## src/rtl/fpadd_issue_ctrl.sv

```systemverilog
// Valid/ready sequencing front end for the FP32 adder datapath on fpbus.
// Issues an operand pair, waits the fixed latency, then registers the result and its class flags.
module fpadd_issue_ctrl #(
    parameter int LATENCY = 1,
    parameter int CNT_W   = 16
) (
    input  logic             clk,
    input  logic             rst,
    input  logic             in_valid,
    output logic             in_ready,
    input  logic [31:0]      in_a,
    input  logic [31:0]      in_b,
    output logic [31:0]      bus_a,
    output logic [31:0]      bus_b,
    input  logic [31:0]      bus_result,
    output logic             out_valid,
    input  logic             out_ready,
    output logic [31:0]      out_result,
    output logic             out_nan,
    output logic             out_inf,
    output logic             out_zero,
    output logic             busy,
    output logic [CNT_W-1:0] ops_done
);

    typedef enum logic [1:0] {IDLE, WAIT, DONE} state_t;

    localparam logic [3:0] LAT = 4'(LATENCY);

    state_t     state;
    state_t     state_nxt;
    logic [3:0] cnt;
    logic       accept;
    logic       capture;
    logic       release_hs;
    logic [7:0] res_exp;
    logic       res_man_nz;

    assign accept     = in_valid && in_ready;
    assign capture    = (state == WAIT) && (cnt == 4'd1);
    assign release_hs = (state == DONE) && out_ready;
    assign res_exp    = bus_result[30:23];
    assign res_man_nz = |bus_result[22:0];

    always_ff @(posedge clk or posedge rst) begin
        if (rst) state <= IDLE;
        else     state <= state_nxt;
    end

    always_comb begin
        state_nxt = state;
        unique case (state)
            IDLE:    if (accept) state_nxt = WAIT;
            WAIT:    if (capture) state_nxt = DONE;
            DONE:    if (out_ready) state_nxt = accept ? WAIT : IDLE;
            default: state_nxt = IDLE;
        endcase
    end

    // In DONE the slot frees the same cycle the consumer takes the result.
    always_comb begin
        in_ready  = 1'b0;
        out_valid = 1'b0;
        busy      = (state != IDLE);
        unique case (state)
            IDLE:    in_ready = !rst;
            WAIT:    in_ready = 1'b0;
            DONE: begin
                in_ready  = !rst && out_ready;
                out_valid = 1'b1;
            end
            default: in_ready = 1'b0;
        endcase
    end

    always_ff @(posedge clk or posedge rst) begin
        if (rst) begin
            bus_a <= '0;
            bus_b <= '0;
            cnt   <= '0;
        end else if (accept) begin
            bus_a <= in_a;
            bus_b <= in_b;
            cnt   <= LAT;
        end else if (state == WAIT && !capture) begin
            cnt <= cnt - 4'd1;
        end
    end

    // Flags are taken from the same bus sample as the result so they stay coherent.
    always_ff @(posedge clk or posedge rst) begin
        if (rst) begin
            out_result <= '0;
            out_nan    <= 1'b0;
            out_inf    <= 1'b0;
            out_zero   <= 1'b0;
        end else if (capture) begin
            out_result <= bus_result;
            out_nan    <= (res_exp == 8'hFF) && res_man_nz;
            out_inf    <= (res_exp == 8'hFF) && !res_man_nz;
            out_zero   <= (res_exp == 8'h00) && !res_man_nz;
        end
    end

    always_ff @(posedge clk or posedge rst) begin
        if (rst)             ops_done <= '0;
        else if (release_hs) ops_done <= ops_done + CNT_W'(1);
    end

endmodule

```

## config.mk

```make
export PLATFORM = sky130hd
export DESIGN_NAME = fpadd_issue_ctrl
export DESIGN_NICKNAME = d
export VERILOG_FILES = /design/src/rtl/fpadd_issue_ctrl.sv
export SDC_FILE = /design/constraint.sdc
export NUM_CORES = 1
export LEC_CHECK = 0
export CORE_MARGIN = 2
export CORE_UTILIZATION = 45
export CTS_CLUSTER_SIZE = 10
export DETAILED_ROUTE_END_ITERATION = 8
export MAX_ROUTING_LAYER = met4
export PLACE_DENSITY = 0.86
export SYNTH_ARGS = -nofsm -noshare
export SYNTH_HDL_FRONTEND = slang
export SYNTH_SLANG_ARGS = --single-unit
```

## constraint.sdc

```tcl
create_clock -name clk -period 6.2 [get_ports clk]
set_input_delay 0.93 -clock clk [delete_from_list [all_inputs] [get_ports clk]]
set_output_delay 0.93 -clock clk [all_outputs]
set_load 0.05 [all_outputs]
```

======== Word level (Yosys, flattened, before mapping) ========
Cells that the tools add are included.
W data, S select, Z words.
storage, ports and cells
  memory bits (writable) .................. 0
  memories ................................ 0
  bits in read-only memories .............. 0
  bits in latches ......................... 0
  register bits after elaboration ......... 121
operators by class
  $mul .................................... 0
  multiplexer cells ....................... 9
  div/mod/pow operators ................... 0
  magnitude comparators ................... 0
  add/sub/neg operators ................... 2
  reductions and logical operators ........ 17
  equal/unequal tests ..................... 7
  shift operators ......................... 0
  bitwise operators ....................... 0
operators by type and width
  cell                     number
  $reduce_or A23 Y1        1
  $add A16 B1 Y16 const B  1
  $eq A8 B8 Y1 const B     1
  $logic_and A1 B1 Y1      8
  $logic_not A8 Y1         1
  $mux W4                  2
  $mux W2                  3
  $ne A2 B2 Y1 const B     3
  $pmux W2 S3              1
  $eq A4 B1 Y1 const B     1
  $reduce_bool A2 Y1       2
  $sub A4 B1 Y4 const B    1
  $logic_not A1 Y1         3
  $reduce_and A3 Y1        1
  $eq A2 B1 Y1 const B     1
  $eq A2 B2 Y1 const B     1
  $logic_not A2 Y1         1
  $mux W1                  2
  $pmux W1 S2              1

======== Longest topological paths before layout ========
Gate-level depths: netlist of the first run.
  word-level depth ........................ 7
  depth in mapped cells ................... 7
  depth with buffers taken out ............ 6

======== Least setup slack after synthesis of the first run ========
No wires, ideal clock.
  path kind ............................... input port to flip-flop
  start point ............................. in out_ready
  end point ............................... reg bus_b[0]
  data required time ...................... 6075 ps
  buffers on the path ..................... 3
  setup time .............................. 125 ps
  stages on the path ...................... 7
  data arrival time ....................... 2593 ps
  path slack .............................. 3482 ps
  cells stage by stage .................... inv_1 -> a211oi_2 -> and2_1 -> buf_6 -> buf_12 -> buf_12 -> mux2_4
on the way
  word-level cells in the longest chain between the ends .. 3
ends and longest elaborated chain
  what                    line  text
  start: declaration      17    input logic out_ready,
  $logic_and A1 B1 Y1     69    in_ready = !rst && out_ready;
  $pmux W1 S2             65    unique case (state)
  via in_ready            10    output logic in_ready,
  $logic_and A1 B1 Y1     39    assign accept = in_valid && in_ready;
  end signal: assignment  83    bus_b <= in_b;
  end: declaration        14    output logic [31:0] bus_b,
The timed path passes the listed nets, and every way through them passes these cells.
A chain may end at the register's enable or synchronous reset.

======== Worst setup path after layout of the first run ========
  start point ............................. in out_ready
  end point ............................... out in_ready
on the way
  word-level cells in the longest chain between the ends .. 2
ends and longest elaborated chain
  what                 line
  $logic_and A1 B1 Y1  69
  $pmux W1 S2          65
  end: declaration     10
Every way passes these cells.

==> results of run 1 <==
-- kinds of logic after synthesis --
kind of cell | after synthesis | synth area share [%]
AOI/OAI and AO/OA | 6 | 1.29
xor gates and xnor gates | 18 | 3.24
adders and majority gates | 3 | 0.771
buffers and inverters | 18 | 3.32
DFF | 121 | 62.2
muxes | 96 | 22.6
and+or+nand+nor | 59 | 6.61
-- registers in the layout, summed over array words and instances, names as in the netlist --
name	count
bus_a	32
bus_b	32
cnt	4
ops_done	16
out_inf	1
out_nan	1
out_result	32
out_zero	1
state	2
-- metrics by stage --
stage / cell area, µm² / utilization (%) / setup WS, ns / cells / hold WS (ns)
finish: 7690 / 73.9 / 2.71 / 695 / 0.473
global route: 7690 / 73.9 / 2.61 / 695 / 0.494
CTS: 7690 / 73.9 / 2.71 / 695 / 0.484
floorplan: 4870 / - / 2.06 / 321 / 0.522
detailed placement: 7090 / 68.1 / 2.72 / 663 / 0.466
global placement: 7090 / 68.1 / 2.77 / 663 / 0.461
-- routing by layer --
metal	wire, µm	GRT usage, %	up-vias
met3	731	5.18	25
li1	-	-	1593
met5	0	-	-
met2	6400	36.9	136
met1	4450	24.2	1708
met4	314	8.61	0
-- worst max-delay path by stage --
stage / endpoint / cells after the start / slack [ns]
2_1_floorplan: bus_a[0]$_DFFE_PP0P_ / 1 / 2.06
3_3_place_gp: in_ready / 4 / 2.77
3_5_place_dp: in_ready / 4 / 2.72
4_1_cts: in_ready / 4 / 2.71
5_1_grt: in_ready / 4 / 2.61
6_report: in_ready / 4 / 2.71
-- synth_stat cells (3+ instances only) --
cell type,n
xor2_1,4
nor3_1,5
nand4_1,9
nand2_1,12
xnor2_1,14
dfrtp_1,121
inv_1,5
mux2_2,91
mux2_4,5
and2_1,3
ha_1,3
nor2_1,6
buf_6,7
nand3_1,6
nor4_1,7
-- power breakdown --
group          total, mW  internal, mW  switching (mW)
registers           1.35          1.15           0.203
logic               2.61         0.974            1.64
clock network      0.981         0.624           0.357
-- area by class of cell --
type | count | area, µm²
clock buffer | 18 | 428
inverter | 5 | 21.3
clock inverter | 14 | 174
multi-input combinational | 182 | 1690
tap | 136 | 170
timing repair buffer | 219 | 2190
sequential | 121 | 3030
fill | 697 | 2720
-- worst max-delay path: stages --
cell and delay (ns):
clkdlybuf4s50_1 0.51, inv_1 0.08, a211oi_2 0.21, clkdlybuf4s50_1 0.84
==> reports/metrics.yaml, run 1 <==
status:
  status: "finished clean"
clock_tree:
  cts_tree: "done"
  cts.clk_slew.worst_paths_ns: 0.06
  htreeDepth: 4
  insertion_delay_ns: 0.50
  clock_sinks: 121
  clockRootBuffer: "clkbuf_8"
  post-cts-setup-buffers: 0
  clockBufferDepth: 2
  hold_buffers: 0
  cts_buffers: 17
  post_cts_resized: 0
min_path:
  hold_class: "reg -> reg"
  hold_start: "ops_done[15]$_DFFE_PP0P_"
  whs_path_depth: 1
  holdPathEnd: "ops_done[15]$_DFFE_PP0P_"
critical_path:
  reg2reg_depth: 4
  r2r_setup_slack_ns: 3.78
  crit-reg2reg-launch: "state[1]$_DFFE_PP0P_"
  r2r_end: "bus_a[10]$_DFFE_PP0P_"
  required_ns: 5.27
  cp_max_fo: 3
  crit_start: "out_ready"
  start_kind: "input pin"
  path_class: "in -> out"
  arrival_ns: 2.56
  worstSetupEndpointType: "output port"
sta:
  tightest_slew_ns: 0.902
  finalSetupViolCount: 0
  fin_tns_setup_ns: 0
  layout_worst_path_cycle_share_pct: 56.3
  rsz0062_at_grt: "no"
  slew_headroom_pct: 39.8
  hold_viol: 0
  skew_ns: 0.00590
  fin_crit_ns: 3.49
  slew_violations: 0
  fmax_mhz: 286
routing:
  first_iter_violations: 100
  vias: 3462
  antenna_left: 0
  wirelength_mm: 11.9
  post_drt_wl_per_cell_um: 17.1
  first_pass_iters: 4
  drc_errors: 0
  vias_per_cell: 4.98
grt:
  grtUsageTotal_pct: 21.5
  grt_pass1_wl_mm: 18.5
  grt_pass1_vias: 3750
  gr-total-overflow: 0
  grt_max_degree: 63
  antenna_found_initial: 0
logic_synthesis:
  netlist_instances: 321
  synth_nets: 424
  synth_edf_count: 0
  netlist.area_leader.share_pct: 62.2
  synth_warnings: 0
  ys_types: 33
  ys.flop_type: "dfrtp_1"
  yosys.area.top_type: "dfrtp_1"
  synth_area_per_cell_um2: 15.2
  yosys-top-cells-area: "dfrtp_1 62%, mux2_2 21%, xnor2_1 2.5%"
  synth_seq_cells: 121
  synth.yosys.seq_area_share_pct: 62.2
  async_flop_share_pct: 100
  synthesis.area_um2: 4870
floorplan:
  initial_utilization_pct: 46.7
  die_h_um: 108
  core.rowCount: 37
  dieWidth_um: 108
  core-area_um2: 10400
  die-area_um2: 11700
  ios: 218
final_layout:
  finalNetCount: 649
  mostFrequentLayoutCell: "clkdlybuf4s50_1"
  area_growth_pct: 58.0
  antennaDiodeCount: 0
  final_cell_mix: "217 x clkdlybuf4s50_1, 121 x dfrtp_1, 91 x mux2_2"
  drive_above_1_share_pct: 24.7
place:
  portBuffers: 217
  place_congestion: 0.796
  dp_hpwl_mm: 8.61
power:
  leakagePower_nw: 3.19
  finalPower_mw: 4.94
  power.density_nw_per_um2: 642
  irDropWorstVdd_mv: 0.337
flow_run:
  maxCapViolations: 0
(Power assumes the default switching activity.)
==> run 2: changes to the inputs <==
--- a/config.mk
+++ b/config.mk
@@ -6,11 +6,11 @@
 export NUM_CORES = 1
 export LEC_CHECK = 0
 export CORE_MARGIN = 2
-export CORE_UTILIZATION = 45
+export CORE_UTILIZATION = 38
 export CTS_CLUSTER_SIZE = 10
 export DETAILED_ROUTE_END_ITERATION = 8
 export MAX_ROUTING_LAYER = met4
-export PLACE_DENSITY = 0.86
+export PLACE_DENSITY = 0.77
 export SYNTH_ARGS = -nofsm -noshare
 export SYNTH_HDL_FRONTEND = slang
 export SYNTH_SLANG_ARGS = --single-unit
==> constraint.sdc (replaced) <==
create_clock -name clk -period 3.1 [get_ports clk]
set_input_delay 0.465 -clock clk [delete_from_list [all_inputs] [get_ports clk]]
set_output_delay 0.465 -clock clk [all_outputs]
set_load 0.05 [all_outputs]
==> reports/metrics.yaml, run 2 (synthesis gave the netlist of run 1 again) <==
critical_path:
  crit-reg2reg-launch: "state[1]$_DFFE_PP0P_"
  cp.depth: 4
  worstSetupEndpointType: "output port"
  crit_start: "out_ready"
  path_common_cell: "clkdlybuf4s50_1"
  path_class: "in -> out"
  cp_max_fo: 3
  required_ns: 2.63
  cpPeakStageDelay_ns: 0.84
  arrival_ns: 2.11
  r2r_end: "bus_b[13]$_DFFE_PP0P_"
  start_kind: "input pin"
  path_buf_inv: 3
  reg2reg_depth: 4
  cpMaxStageDelayCell: "clkdlybuf4s50_1"
  r2r_setup_slack_ns: 1.23
  path_cells: "clkdlybuf4s50_1, inv_1, a211oi_2, clkdlybuf4s50_1"
  cp_top_family: "buffers and inverters"
final_layout:
  reg_top3: "bus_a: 32 flops, bus_b: 32 flops, out_result: 32 flops"
  final_util_pct: 62.2
  antennaDiodeCount: 0
  drive_above_1_share_pct: 24.4
  area_growth_pct: 60.7
  finalNetCount: 651
  fin_cells: 733
  mostFrequentLayoutCell: "clkdlybuf4s50_1"
  n_fill_cell: 973
  seq_area_um2: 3030
  final_cell_mix: "217 x clkdlybuf4s50_1, 121 x dfrtp_1, 91 x mux2_2"
  multiInputGateArea_um2: 1680
  post-route-cell-area_um2: 7820
grt:
  grtUsageTotal_pct: 18.0
  antenna_found_initial: 0
  grt_max_degree: 76
  grt_pass1_vias: 3530
  gr-total-overflow: 0
  grt_pass1_wl_mm: 18.0
sta:
  holdWs_ns: 0.479
  skew_ns: 0.00937
  worst_slack_ns: 0.525
  fmax_mhz: 388
  finalSetupViolCount: 0
  layout_worst_path_cycle_share_pct: 83.1
  slew_headroom_pct: 61.3
  tightest_slew_ns: 0.580
  rsz0062_at_grt: "no"
  fin_tns_setup_ns: 0
  hold_viol: 0
  fin_crit_ns: 2.58
  slew_violations: 0
floorplan:
  dieWidth_um: 117
  initial_utilization_pct: 38.7
  core-area_um2: 12600
  ios: 218
  die_h_um: 117
  core.rowCount: 41
  die-area_um2: 13700
clock_tree:
  cts.clk_slew.worst_paths_ns: 0.05
  cts_buffers: 17
  insertion_delay_ns: 0.41
  post-cts-setup-buffers: 0
  htreeDepth: 4
  clock_sinks: 121
  hold_buffers: 0
  clockRootBuffer: "clkbuf_16"
  post_cts_resized: 0
  clockBufferDepth: 2
  cts_tree: "done"
routing:
  vias: 3442
  vias_per_cell: 4.70
  post_drt_wl_per_cell_um: 16.1
  wirelength_mm: 11.8
  antenna_left: 0
  first_iter_violations: 159
  drc_errors: 0
  first_pass_iters: 4
place:
  place_area_um2: 7170
  dp_cells: 701
  dp_worst_setup_slack_ns: 0.534
  place_congestion: 0.764
  portBuffers: 217
  dp_hpwl_mm: 8.62
power:
  irDropWorstVdd_mv: 0.714
  power.density_nw_per_um2: 1280
  leakagePower_nw: 3.24
  finalPower_mw: 10.1
flow_run:
  maxCapViolations: 0
min_path:
  hold_start: "ops_done[15]$_DFFE_PP0P_"
  whs_path_depth: 1
  hold_class: "reg -> reg"
  holdPathEnd: "ops_done[15]$_DFFE_PP0P_"
status:
  status: "finished clean"
-- run 2: cell count changes in the layout (fill, tap and decap cells not counted) --
cell | before | now
buf_12 | 0 | 2
nand3_2 | 1 | 0
nand3_1 | 5 | 6
clkinv_2 | 2 | 3
clkinvlp_4 | 4 | 1
bufinv_16 | 3 | 4
clkbuf_8 | 2 | 6
inv_4 | 1 | 0
clkbuf_16 | 16 | 17
clkinv_4 | 4 | 0
clkbuf_1 | 0 | 2
inv_6 | 1 | 0
-- run 2: layout make-up --
type | count | area share [%]
sequential | 121 | 38.7
clock buffer | 25 | 6.59
tap | 172 | 2.75
inverter | 5 | 0.288
multi-input combinational | 182 | 21.5
timing repair buffer | 221 | 28.5
clock inverter | 7 | 1.73
-- run 2: worst max path at each step --
stage                            to  slack (ns)
6_report                   in_ready        0.52
5_1_grt                    in_ready        0.46
4_1_cts                    in_ready        0.52
3_5_place_dp               in_ready        0.53
3_3_place_gp               in_ready        0.58
2_1_floorplan  bus_b[0]$_DFFE_PP0P_        0.85
-- run 2: per-layer routing --
metal | wire length [µm] | vias to the layer above | track usage, %
met5 | 0 | - | -
met2 | 6130 | 112 | 28.3
met4 | 149 | 0 | 6.82
met1 | 4840 | 1722 | 21.5
met3 | 683 | 15 | 5.92
li1 | - | 1593 | -
-- run 2: worst register-to-register path, delay by kind of cell, from the launching register on --
family	cells	cell delay [ns]
AOI/OAI and AO/OA	1	0.26
DFF	1	0.43
buffers and inverters	1	0.31
and+or+nand+nor	1	0.29
muxes	1	0.46
-- run 2: report_power, final --
group	internal, mW	switching (mW)
Combinational	1.95	3.26
Clock	1.47	0.666
Sequential	2.30	0.403
